File: src/rtl/alu_seq.sv
// alu_seq -- registered WIDTH-bit ALU with valid/ready handshakes on both sides.
//
// Operations (OP): 000 ADD, 001 SUB, 010 AND, 011 OR, 100 XOR,
//                  101 SHL, 110 SHR (logical), 111 MUL (shift-add, WIDTH steps).
// Single-cycle ops load Result/flags on the accept edge (latency 1) and can
// stream at one per cycle. MUL occupies the block for WIDTH cycles with
// in_ready low, then presents the low WIDTH product bits.
//
// Ports:
//   clk, rst_n            clock, asynchronous active-low reset
//   in_valid / in_ready   operand handshake (A, B, OP sampled on accept)
//   A, B [WIDTH]          operands
//   OP [3]                operation code
//   out_valid / out_ready result handshake; Result and flags hold while stalled
//   Result [WIDTH]        registered result
//   carry                 carry / borrow / last shifted-out bit / MUL high-half nonzero
//   zero, negative        Result == 0, Result[WIDTH-1]
//   overflow              signed overflow, ADD/SUB only
module alu_seq #(
  parameter int WIDTH = 8,
  parameter int SHW   = $clog2(WIDTH)
) (
  input  logic             clk,
  input  logic             rst_n,
  input  logic             in_valid,
  output logic             in_ready,
  input  logic [WIDTH-1:0] A,
  input  logic [WIDTH-1:0] B,
  input  logic [2:0]       OP,
  output logic             out_valid,
  input  logic             out_ready,
  output logic [WIDTH-1:0] Result,
  output logic             carry,
  output logic             zero,
  output logic             negative,
  output logic             overflow
);

  localparam logic [2:0] OP_ADD = 3'b000;
  localparam logic [2:0] OP_SUB = 3'b001;
  localparam logic [2:0] OP_AND = 3'b010;
  localparam logic [2:0] OP_OR  = 3'b011;
  localparam logic [2:0] OP_XOR = 3'b100;
  localparam logic [2:0] OP_SHL = 3'b101;
  localparam logic [2:0] OP_SHR = 3'b110;
  localparam logic [2:0] OP_MUL = 3'b111;

  localparam logic [SHW-1:0] LAST = SHW'(WIDTH - 1);

  typedef enum logic {S_IDLE, S_MUL} state_t;

  // Result plus the flags that travel with it.
  typedef struct packed {
    logic [WIDTH-1:0] res;
    logic             c;
    logic             z;
    logic             n;
    logic             v;
  } rsp_t;

  state_t state_q, state_d;
  rsp_t   rsp_q, rsp_d, alu_rsp, mul_rsp;
  logic   out_valid_q, out_valid_d;

  logic [2*WIDTH-1:0] mcand_q, acc_q, acc_step;
  logic [WIDTH-1:0]   mplier_q;
  logic [SHW-1:0]     cnt_q;

  logic accept, xfer, mul_done, acc_mul;

  assign accept   = in_valid && in_ready;
  assign xfer     = out_valid_q && out_ready;
  assign acc_mul  = accept && (OP == OP_MUL);
  assign mul_done = (state_q == S_MUL) && (cnt_q == LAST);

  // ---------------- FSM: state register ----------------
  always_ff @(posedge clk or negedge rst_n) begin
    if (!rst_n) state_q <= S_IDLE;
    else        state_q <= state_d;
  end

  // ---------------- FSM: next state ----------------
  always_comb begin
    state_d = state_q;
    case (state_q)
      S_IDLE: if (acc_mul)  state_d = S_MUL;
      S_MUL:  if (mul_done) state_d = S_IDLE;
      default:              state_d = S_IDLE;
    endcase
  end

  // ---------------- FSM: outputs ----------------
  // A stalled result blocks new work; a result leaving this edge frees the slot.
  always_comb begin
    in_ready = (state_q == S_IDLE) && (!out_valid_q || out_ready);
  end

  // ---------------- single-cycle datapath ----------------
  logic [WIDTH:0]   ext_add, ext_sub, ext_shl, ext_shr;
  logic [SHW-1:0]   shamt;
  logic [WIDTH-1:0] r;
  logic             c, v;

  assign shamt = B[SHW-1:0];

  always_comb begin
    ext_add = {1'b0, A} + {1'b0, B};
    ext_sub = {1'b0, A} - {1'b0, B};
    // One guard bit beyond the operand catches the last bit shifted out;
    // it stays 0 for a zero shift amount.
    ext_shl = {1'b0, A} << shamt;
    ext_shr = {A, 1'b0} >> shamt;
    r = '0;
    c = 1'b0;
    v = 1'b0;
    case (OP)
      OP_ADD: begin
        r = ext_add[WIDTH-1:0];
        c = ext_add[WIDTH];
        v = (A[WIDTH-1] == B[WIDTH-1]) && (r[WIDTH-1] != A[WIDTH-1]);
      end
      OP_SUB: begin
        r = ext_sub[WIDTH-1:0];
        c = ext_sub[WIDTH];  // borrow, i.e. A < B unsigned
        v = (A[WIDTH-1] != B[WIDTH-1]) && (r[WIDTH-1] != A[WIDTH-1]);
      end
      OP_AND: r = A & B;
      OP_OR:  r = A | B;
      OP_XOR: r = A ^ B;
      OP_SHL: begin
        r = ext_shl[WIDTH-1:0];
        c = ext_shl[WIDTH];
      end
      OP_SHR: begin
        r = ext_shr[WIDTH:1];
        c = ext_shr[0];
      end
      default: ;
    endcase
    alu_rsp = '{res: r, c: c, z: (r == '0), n: r[WIDTH-1], v: v};
  end

  // ---------------- shift-add multiplier ----------------
  // Full 2*WIDTH accumulator so the high half can report overflow via carry.
  assign acc_step = mplier_q[0] ? (acc_q + mcand_q) : acc_q;

  always_comb begin
    mul_rsp = '{res: acc_step[WIDTH-1:0],
                c:   |acc_step[2*WIDTH-1:WIDTH],
                z:   (acc_step[WIDTH-1:0] == '0),
                n:   acc_step[WIDTH-1],
                v:   1'b0};
  end

  always_ff @(posedge clk or negedge rst_n) begin
    if (!rst_n) begin
      mcand_q  <= '0;
      mplier_q <= '0;
      acc_q    <= '0;
      cnt_q    <= '0;
    end else if (acc_mul) begin
      mcand_q  <= {{WIDTH{1'b0}}, A};
      mplier_q <= B;
      acc_q    <= '0;
      cnt_q    <= '0;
    end else if (state_q == S_MUL) begin
      acc_q    <= acc_step;
      mcand_q  <= mcand_q << 1;
      mplier_q <= mplier_q >> 1;
      cnt_q    <= mul_done ? '0 : cnt_q + SHW'(1);
    end
  end

  // ---------------- output register ----------------
  // mul_done and accept never coincide: in_ready is low in S_MUL.
  // Accepting a MUL while a result is valid implies that result leaves on
  // the same edge, so out_valid drops until the product is ready.
  always_comb begin
    rsp_d       = rsp_q;
    out_valid_d = out_valid_q;
    if (mul_done) begin
      rsp_d       = mul_rsp;
      out_valid_d = 1'b1;
    end else if (accept && !acc_mul) begin
      rsp_d       = alu_rsp;
      out_valid_d = 1'b1;
    end else if (acc_mul || xfer) begin
      out_valid_d = 1'b0;
    end
  end

  always_ff @(posedge clk or negedge rst_n) begin
    if (!rst_n) begin
      rsp_q       <= '0;
      out_valid_q <= 1'b0;
    end else begin
      rsp_q       <= rsp_d;
      out_valid_q <= out_valid_d;
    end
  end

  assign out_valid = out_valid_q;
  assign Result    = rsp_q.res;
  assign carry     = rsp_q.c;
  assign zero      = rsp_q.z;
  assign negative  = rsp_q.n;
  assign overflow  = rsp_q.v;

endmodule

File: config.mk
export PLATFORM = sky130hd
export DESIGN_NAME = alu_seq
export DESIGN_NICKNAME = d
export VERILOG_FILES = /design/src/rtl/alu_seq.sv
export SDC_FILE = /design/constraint.sdc
export NUM_CORES = 1
export LEC_CHECK = 0
export ABC_AREA = 0
export CORE_MARGIN = 2
export CORE_UTILIZATION = 54
export DETAILED_ROUTE_END_ITERATION = 8
export PLACE_DENSITY = 0.78
export SLEW_MARGIN = 20
export SYNTH_ARGS = -nofsm -noshare
export SYNTH_HDL_FRONTEND = slang
export SYNTH_SLANG_ARGS = --single-unit
export TNS_END_PERCENT = 10
File: constraint.sdc
create_clock -name clk -period 2.6 [get_ports clk]
set_input_delay 0.52 -clock clk [delete_from_list [all_inputs] [get_ports clk]]
set_output_delay 0.52 -clock clk [all_outputs]
set_load 0.005 [all_outputs]
# Yosys cells after proc, flatten, opt, wreduce, memory -nomap -nowiden
# Cells that the tools add are included.
# word_totals
register_bits	57
in_bits	23
output_inout_bits	14
wordCells	73
# classes
addsub	4
n_eq_ne	12
shift	2
muxes	21
n_bitwise	4
reduce_logical	19
# ops
cell	count
16-bit 2-to-1 mux	5
8-bit one-hot mux with 7 select lines	1
12-bit 2-to-1 mux	2
16-bit adder	1
8-bit logical NOT	2
8-bit 2-to-1 mux	2
3-bit == test, second input constant	5
8-bit by 8-bit adder with 9-bit output	1
3-bit 2-to-1 mux	3
8-bit by 3-bit left shift with 9-bit output	1
9-bit by 3-bit >> shifter with 9-bit output	1
8-bit by 8-bit subtractor with 9-bit output	1
8-bit bitwise AND	1
1-bit logical AND	8
8-bit bitwise OR	1
8-bit OR reduction	1
8-bit bitwise XOR	1
3-bit by 2-bit == test with 1-bit output, second input constant	2
1-bit 2-to-1 mux	5
1-bit one-hot mux with 2 select lines	2
1-bit one-hot mux with 4 select lines	1
2-bit nonzero test	2
3-bit by 1-bit adder with 3-bit output, second input constant	1
3-bit by 1-bit == test with 1-bit output, second input constant	1
7 further kinds	11

# Logic depth before layout (Yosys ltp)
# Gate-level depths: netlist of run 1.
# depth
ltp_word	9
ltp_mapped	12
ltp_nobuf	11

# Worst setup path after synthesis of run 1
# OpenSTA, ideal clock, no wires.
# synth_timing
path_type	input to register
startpoint	in B[1]
endpoint	reg rsp_q (netlist bit Result[7])
setup_ns	0.120
t_arrival_ns	2.643
required_time_ns	2.480
path_slack_ns	-0.163
path_stages	11
path_buffers	1
cell_sequence	buf_2 -> inv_2 -> ha_1 -> a21o_1 -> a41oi_1 -> o21ai_1 -> o31ai_2 -> or4_1 -> o2111ai_1 -> a2111oi_2 -> and3b_1
# synth_via
elab_chain_cells	4
elab_cells_between_ends	7
# synth_rtl
element	line	source
start: declaration	28	input logic [WIDTH-1:0] B,
8-bit by 8-bit subtractor with 9-bit output (tied with other cells)	108	ext_sub = {1'b0, A} - {1'b0, B};
8-bit one-hot mux with 7 select lines (*)	116	case (OP)
12-bit 2-to-1 mux (*)	184	end else if (accept && !acc_mul) begin
12-bit 2-to-1 mux (*)	181	if (mul_done) begin
end signal: assignment	197	rsp_q <= rsp_d;
end: declaration	62	rsp_t rsp_q, rsp_d, alu_rsp, mul_rsp;
# Every way passes the cells marked *; elsewhere a longest branch is shown, timed or not. The select of a mux whose other input is x is not followed.
# A chain may end at the register's enable or synchronous reset.

# Final worst setup path of run 1
# layout_timing
startpoint	reg acc_q[2]
endpoint	reg rsp_q (netlist bit carry)
# layout_via
elab_chain_cells	4
# layout_rtl
element	line	source
start: declaration	65	logic [2*WIDTH-1:0] mcand_q, acc_q, acc_step;
start signal: assignment	167	acc_q <= acc_step;
16-bit adder	145	assign acc_step = mplier_q[0] ? (acc_q + mcand_q) : acc_q;
16-bit 2-to-1 mux	145	
8-bit OR reduction	149	c: |acc_step[2*WIDTH-1:WIDTH],
12-bit 2-to-1 mux	181	
# Every way passes these cells.

==> impl_metrics.csv, run 1 <==
group,metric,value,unit
clock_network,cts_buffers,5,
synthesis,synth_top_family_by_area,"compound AO/OA/AOI/OAI gates",
placement,gp_congestion,0.9643,
sta,worst_slack,-0.02533,ns
synthesis,synth.avg_cell_area,8.651,sq um
sta,fmax,380.9,MHz
synthesis,ys_seq_elements,56,
setup_path,max_stage_delay,0.44,ns
routing,wire_per_inst,18.59,microns
pwr,p_leak,3.081,nW
floorplan,initial_utilization,0.5545,
setup_path,worstReg2RegEnd,"carry",
setup_path,critPathLaunchType,"register",
pwr,ir_drop,0.3886,mV
sta,min_period_over_period,1.010,
sta,finalClockSkew,0.01682,ns
finish,stdcell_count,817,
setup_path,crit_fanout,4,
clock_network,cts_buffer_depth,2,
synthesis,synth_cell_types,76,
run_status,violations,"negative setup slack",
clock_network,clk_latency,0.32,ns
global_routing,first_global_vias,4783,
placement,dp_hpwl,11540,microns
setup_path,path_cells,"ha_2 > o211ai_1 > o211ai_1 > a211oi_1 > o41ai_2 > xor2_1 > nand2_1 > xor2_1 > a41oi_1",
synthesis,synth_edf_count,0,
placement,dp.cells,792,
setup_path,cp.required,2.79,ns
global_routing,antenna_found_initial,0,
finish,final.fill_count,628,
setup_path,endpoint_kind,"register",
pwr,power_per_cell_area,730.0,nW/um^2
global_routing,track_usage,0.3029,
clock_network,path_clk_slew,0.12,ns
finish,utilization,0.7554,
floorplan,core,8721,sq um
clock_network,h-tree-depth,2,
finish,nets,776,
clock_network,root_buffer,"clkbuf_8",
sta,setup_viol,2,
synthesis,yosys.area_share.simple,0.1697,
routing,drt-total-wl,15190,microns
sta,tightest_slew,0.6775,ns
finish,n_antenna_cell,0,
routing,first_pass_iters,5,
setup_path,crit-reg2reg-launch,"acc_q[2]",
synthesis,syn_area,4836,sq um
setup_path,rrSetupSlack,-0.03,ns
run_status,status,"finished, violations left",
routing,ant_nets,0,
synthesis,synth_cells,559,
clock_network,clock_sinks,56,
floorplan,die_h,98.63,microns
synthesis,synth_nets,627,
synthesis,synth_fa_ha_area_frac,0.1211,
floorplan,die_area,9728,sq um
sta,drv_slew,0,
setup_path,critical_path_buf_inv_count,0,
synthesis,synth_async_sr_flop_share,1.000,
routing,drc,0,
worst_hold_path,min_path_type,"in2async",
synthesis,synth_mux_area_frac,0.08719,
placement,io_buffers,36,
setup_path,worstSetupPathType,"reg2reg",
setup_path,slowest_stage,"dfrtp_1",
synthesis,ys_warn_count,0,
global_routing,grt_max_degree,37,
synthesis,synth_ff_type,"dfrtp_1",
sta,rsz0062_at_grt,"true",
floorplan,die_w,98.63,microns
finish,layout-drive-gt1-share,0.3061,
global_routing,grt_overflow,0,
synthesis,synth_xor_area_frac,0.02872,
sta,slew_headroom,0.5483,
run,drv_cap,0,
routing,drtIter0Drc,341,
sta,fin_crit,2.625,ns
sta,hold_violations,0,
clock_network,cts_tree,"done",
global_routing,grt_pass1_wl,24030,microns
finish,layout-area-overhead-vs-synth,36.22,%
setup_path,cp_top_family,"compound AO/OA/AOI/OAI gates",
setup_path,worst-r2r-cell-count,9,
clock_network,postCtsHoldBufs,0,
setup_path,arrival,2.82,ns
routing,num_vias,4997,
floorplan,pin_count,37,
synthesis,synth_compound_area_frac,0.2515,
routing,vias_per_cell,6.116,
synthesis,seq_area_frac_synth,0.2898,
floorplan,row_count,34,
==> through the flow <==
stage	hold slack, ns	TNS (ns)	cell area [sq um]	worst slack (ns)	total power, mW
after floorplan	0.2244	0	4898	0.009076	3.057
after global placement	0.4596	-4.873	6132	-0.7009	3.972
after detailed placement	0.4820	-5.258	6132	-0.7436	4.069
after CTS	0.2489	0	6439	0.0005926	4.667
after global routing	0.2732	-0.3694	6588	-0.09835	5.155
final	0.2269	-0.04545	6588	-0.02533	4.809
==> routing by layer <==
metal  GRT usage  routed length (microns)  up-vias  share of wire
met1      0.4454                     6810     2431           0.45
met2      0.4783                     7158      181           0.47
met3     0.03191                      845       26          0.056
met4     0.08114                      373        0          0.025
li1            -                        -     2359              -
met5           0                        0        -              0
==> worst max-delay path by stage <==
stage / start / end / slack, ns / cells after the start
2_1_floorplan: B[1] / Result[7] / 0.009 / 11
3_3_place_gp: A[0] / Result[6] / -0.70 / 11
3_5_place_dp: B[1] / Result[7] / -0.74 / 13
4_1_cts: mcand_q[0] / carry / 0.0006 / 10
5_1_grt: acc_q[2] / carry / -0.1 / 9
6_report: acc_q[2] / carry / -0.03 / 9
==> flip-flops by register name, indices dropped and copies added, names as in the netlist <==
register,cells
Result,8
carry,1
zero,1
out_valid,1
cnt_q,3
mplier_q,8
state_q,1
mcand_q,16
overflow,1
acc_q,16
==> repair_timing <==
item | CTS | global route
setup endpoints to repair | 7 | 9
pin swaps | 25 | 18
cloned | 0 | 0
buffers inserted | 14 | 3
gates resized for setup | 44 | 33
==> kinds of logic after synthesis <==
| logic type | count (synthesis) |
|---|---|
| flops | 56 |
| fa+ha+maj | 45 |
| buf+inv | 60 |
| compound gates | 169 |
| mux | 39 |
| simple gates | 175 |
| xor+xnor | 15 |
==> cell usage in the layout (no fill, tap or decap), drive strengths merged, types with 3 or more instances in the layout <==
| master | netlist | final |
|---|---|---|
| nor2b | 3 | 3 |
| nor3 | 12 | 12 |
| or3 | 3 | 3 |
| a21oi | 27 | 27 |
| ha | 42 | 42 |
| clkbuf | 12 | 9 |
| o22ai | 8 | 8 |
| o211ai | 5 | 5 |
| nand3 | 12 | 12 |
| dfrtp | 56 | 56 |
| a211oi | 12 | 12 |
| a22oi | 10 | 10 |
| a221o | 7 | 7 |
| inv | 34 | 35 |
| xnor2 | 7 | 7 |
| a21o | 9 | 9 |
| a31oi | 4 | 4 |
| nor2 | 36 | 36 |
| and2 | 3 | 3 |
| o21ai | 36 | 36 |
| o21bai | 4 | 4 |
| mux2i | 32 | 32 |
| nand2b | 13 | 13 |
| nand3b | 3 | 3 |
| nand2 | 77 | 77 |
| o221ai | 13 | 13 |
| o31ai | 4 | 4 |
| mux2 | 5 | 5 |
| buf | 14 | 134 |
| clkdlybuf4s50 | 0 | 25 |
| dlygate4sd2 | 0 | 4 |
| xor2 | 8 | 8 |
| fa | 3 | 3 |
==> report_power, final <==
part / switching [mW] / total, mW / leakage [nW] / internal [mW]
logic: 1.47 / 2.80 / 2.30 / 1.33
clock network: 0.311 / 0.509 / 0.0452 / 0.198
registers: 0.294 / 1.50 / 0.732 / 1.20
==> layout make-up <==
type / count / area [sq um] / area share
inverter: 34 / 138.9 / 0.02108
clock inverter: 3 / 25.02 / 0.003799
tap: 108 / 135.1 / 0.02051
sequential: 56 / 1403 / 0.2129
timing repair buffer: 168 / 1344 / 0.2040
multi-input combinational: 443 / 3473 / 0.5273
clock buffer: 5 / 68.82 / 0.01045
==> synthesized netlist by cell type, drive strengths merged (3+ instances only) <==
cell | n | area, sq um
or3 | 3 | 18.77
fa | 3 | 60.06
nor3 | 12 | 65.06
nand3 | 12 | 60.06
nor2b | 3 | 18.77
nand3b | 3 | 22.52
mux2 | 5 | 56.30
clkbuf | 12 | 45.04
o221ai | 13 | 113.9
a21oi | 27 | 138.9
mux2i | 32 | 320.3
o21bai | 4 | 30.03
dfrtp | 56 | 1401
a211oi | 12 | 90.09
buf | 14 | 78.83
xor2 | 8 | 70.07
o211ai | 5 | 37.54
a31oi | 4 | 25.02
nor2 | 36 | 137.6
a22oi | 10 | 75.07
ha | 42 | 525.5
o21ai | 36 | 180.2
inv | 34 | 127.6
nand2b | 13 | 96.35
xnor2 | 7 | 68.82
and2 | 3 | 18.77
nand2 | 77 | 289.0
a21o | 9 | 67.56
o31ai | 4 | 40.03
o22ai | 8 | 50.05
a221o | 7 | 71.32
(Power assumes the default switching activity.)
==> inputs of run 2 (changes only) <==
Settings changed: ABC_AREA 0 to 1, CAP_MARGIN from default to 20, CORE_UTILIZATION 54 to 55.
==> run 2 against run 1 <==
  * Core utilization fell by 7.3 points
  * First-iteration DRC count fell by 5.0%
  * Total power rose by 0.72%
  * Sequential share of layout area rose by 1.2 points
  * Critical endpoint unchanged
  * Clock power fell by 6.3%
  * The flow now finishes without violations
  * Final area fell by 5.2%
  * Synthesized area rose by 6.5%
  * Via count rose by 15%
  * Clock-buffer cell count did not move
==> impl_metrics.csv, run 2 <==
group,metric,value,unit
routing,drc,0,
finish,layout_common_cells,"nand2_1 (224), inv_1 (101), buf_4 (80), nand3_1 (77), nor2_1 (62)",
clock_network,clk_latency,0.31,ns
floorplan,initial_utilization,0.5630,
global_routing,antenna_found_initial,0,
sta,hold_violations,0,
pwr,power_per_cell_area,775.8,nW/um^2
sta,drv_slew,0,
setup_path,crit_start,"B[3]",
finish,seqCellArea,1401,sq um
finish,n_antenna_cell,0,
routing,first_pass_iters,5,
placement,place_worst_setup_slack,-0.2974,ns
sta,setup_viol,0,
sta,fin_crit,2.472,ns
routing,vias_per_cell,5.761,
setup_path,critPathLaunchType,"input port",
setup_path,path_cells,"clkdlybuf4s50_1 > inv_1 > ha_1 > inv_1 > nand2_1 > nand2_1 > nand2_1 > nand3_1 > a21oi_1 > o21ai_1 > nand3_1 > o21ai_1 > a21oi_1",
run,drv_cap,0,
clock_network,root_buffer,"clkbuf_8",
pwr,ir_drop,0.6044,mV
synthesis,ys_seq_elements,56,
floorplan,die_h,100.8,microns
setup_path,crit_fanout,7,
global_routing,grt_max_degree,26,
routing,ant_nets,0,
clock_network,clock_sinks,56,
clock_network,cts_buffer_depth,2,
synthesis,synth_cells,785,
setup_path,crit-reg2reg-launch,"mcand_q[0]",
setup_path,arrival,2.67,ns
global_routing,first_global_vias,5635,
finish,final_common_cell,"nand2_1",
synthesis,synth_ff_type,"dfrtp_1",
synthesis,synth_cell_types,43,
placement,dp_hpwl,13640,microns
setup_path,cp.required,2.80,ns
sta,min_period_over_period,0.9508,
global_routing,grt_pass1_wl,27050,microns
placement,io_buffers,36,
floorplan,die_area,10160,sq um
clock_network,cts_buffers,5,
synthesis,yosysTopAreaCell,"dfrtp_1",
pwr,p_leak,3.283,nW
floorplan,die_w,100.8,microns
sta,finalClockSkew,0.009164,ns
floorplan,core,9153,sq um
synthesis,synthTopCellsByArea,"dfrtp_1 (27%), nand2_1 (16%), ha_1 (10%)",
setup_path,cpMostUsedCell,"nand2_1",
setup_path,endpoint,"carry",
finish,top_regs,"acc_q: 16 flops, mcand_q: 16 flops",
sta,fmax,404.5,MHz
run_status,status,"completed",
finish,nets,951,
global_routing,grt_overflow,0,
synthesis,yosysTopAreaCellShare,0.2720,
setup_path,cp_top_family,"buffers and inverters",
synthesis,synth_nets,853,
floorplan,pin_count,37,
setup_path,rrSetupSlack,0.23,ns
setup_path,critical_path_buf_inv_count,3,
synthesis,synth_edf_count,0,
sta,slew_headroom,0.6104,
setup_path,max_stage_delay,0.49,ns
placement,gp_congestion,1.009,
sta,fin_tns_setup,0,ns
setup_path,slowest_stage,"clkdlybuf4s50_1",
routing,drt-total-wl,16470,microns
setup_path,worstSetupPathType,"in2reg",
sta,tightest_slew,0.5844,ns
routing,num_vias,5726,
setup_path,worst-r2r-cell-count,14,
synthesis,ys_warn_count,0,
sta,rsz0062_at_grt,"false",
setup_path,worstReg2RegEnd,"carry",
clock_network,h-tree-depth,2,
routing,drtIter0Drc,324,
synthesis,synthTopCellsByCount,"nand2_1 (225), inv_1 (102), nand3_1 (77)",
routing,wire_per_inst,16.57,microns
clock_network,cts_tree,"done",
finish,multi_input_area,3216,sq um
synthesis,synth.avg_cell_area,6.564,sq um
synthesis,syn_area,5152,sq um
global_routing,track_usage,0.3385,
finish,layout-drive-gt1-share,0.1348,
floorplan,row_count,35,
finish,layout-area-overhead-vs-synth,21.18,%
synthesis,synth_most_common_cell,"nand2_1",
synthesis,seq_area_frac_synth,0.2720,
setup_path,cp.depth,13,
clock_network,path_clk_slew,0.10,ns
finish,final.fill_count,827,
synthesis,synth_async_sr_flop_share,1.000,
sta,worst_slack,0.1279,ns
setup_path,endpoint_kind,"register",
worst_hold_path,min_path_type,"in2async",
run 2: what timing repair did:
| action | in CTS | in global routing |
|---|---|---|
| pin swaps | 0 | 2 |
| buffers inserted | 0 | 1 |
| endpoints found under the setup margin | 1 | 2 |
| gates resized for setup | 1 | 11 |
| hold buffers | 0 | 0 |
run 2: per-stage QoR:
step                instances    util  area [sq um]  total power [mW]  hold slack [ns]
finish                    994  0.6822          6243             4.844           0.2045
global route              994  0.6822          6243             5.253           0.2264
CTS                       993  0.6786          6211             4.790           0.2037
detailed placement        986  0.6697          6130             4.307           0.4827
global placement          986  0.6697          6130             4.211           0.4731
floorplan                 785       -          5152             3.295           0.2244
run 2: report_power, final:
group | internal (mW) | leakage [nW] | total [mW] | switching, mW
combinational | 1.18 | 2.52 | 2.90 | 1.72
clock | 0.184 | 0.0400 | 0.477 | 0.293
sequential | 1.22 | 0.727 | 1.47 | 0.255
total | 2.58 | 3.28 | 4.84 | 2.27
run 2: how the worst min path moves through the flow:
| stage | from | endpoint | cells after the start |
|---|---|---|---|
| 2_1_floorplan | rst_n | Result[0] | 0 |
| 3_3_place_gp | cnt_q[0] | cnt_q[0] | 1 |
| 3_5_place_dp | Result[2] | Result[2] | 2 |
| 4_1_cts | rst_n | acc_q[11] | 1 |
| 5_1_grt | rst_n | acc_q[11] | 1 |
| 6_report | rst_n | acc_q[11] | 1 |
run 2: layout make-up:
cell class / count / area share
multi-input combinational: 591 / 0.5150
sequential: 56 / 0.2244
timing repair buffer: 118 / 0.1585
inverter: 111 / 0.06673
tap: 111 / 0.02224
clock buffer: 5 / 0.01102
clock inverter: 2 / 0.002004
run 2: cell families (layout without fill, tap and decap cells):
| group | Yosys count | after routing | synth area share |
|---|---|---|---|
| AND/OR/NAND/NOR | 395 | 395 | 0.3256 |
| AO/OA/AOI/OAI | 142 | 142 | 0.1659 |
| buffers and inverters | 138 | 236 | 0.1076 |
| flip-flops | 56 | 56 | 0.2720 |
| adder cells (fa/ha/maj) | 45 | 45 | 0.1136 |
| XOR/XNOR | 9 | 9 | 0.01530 |
run 2: per-layer routing:
| metal | GRT usage | vias to the layer above | share of wire |
|---|---|---|---|
| met5 | 0 | - | 0 |
| met1 | 0.4243 | 2666 | 0.43 |
| met3 | 0.03745 | 49 | 0.054 |
| li1 | - | 2778 | - |
| met4 | 0.1507 | 0 | 0.034 |
| met2 | 0.5856 | 233 | 0.49 |
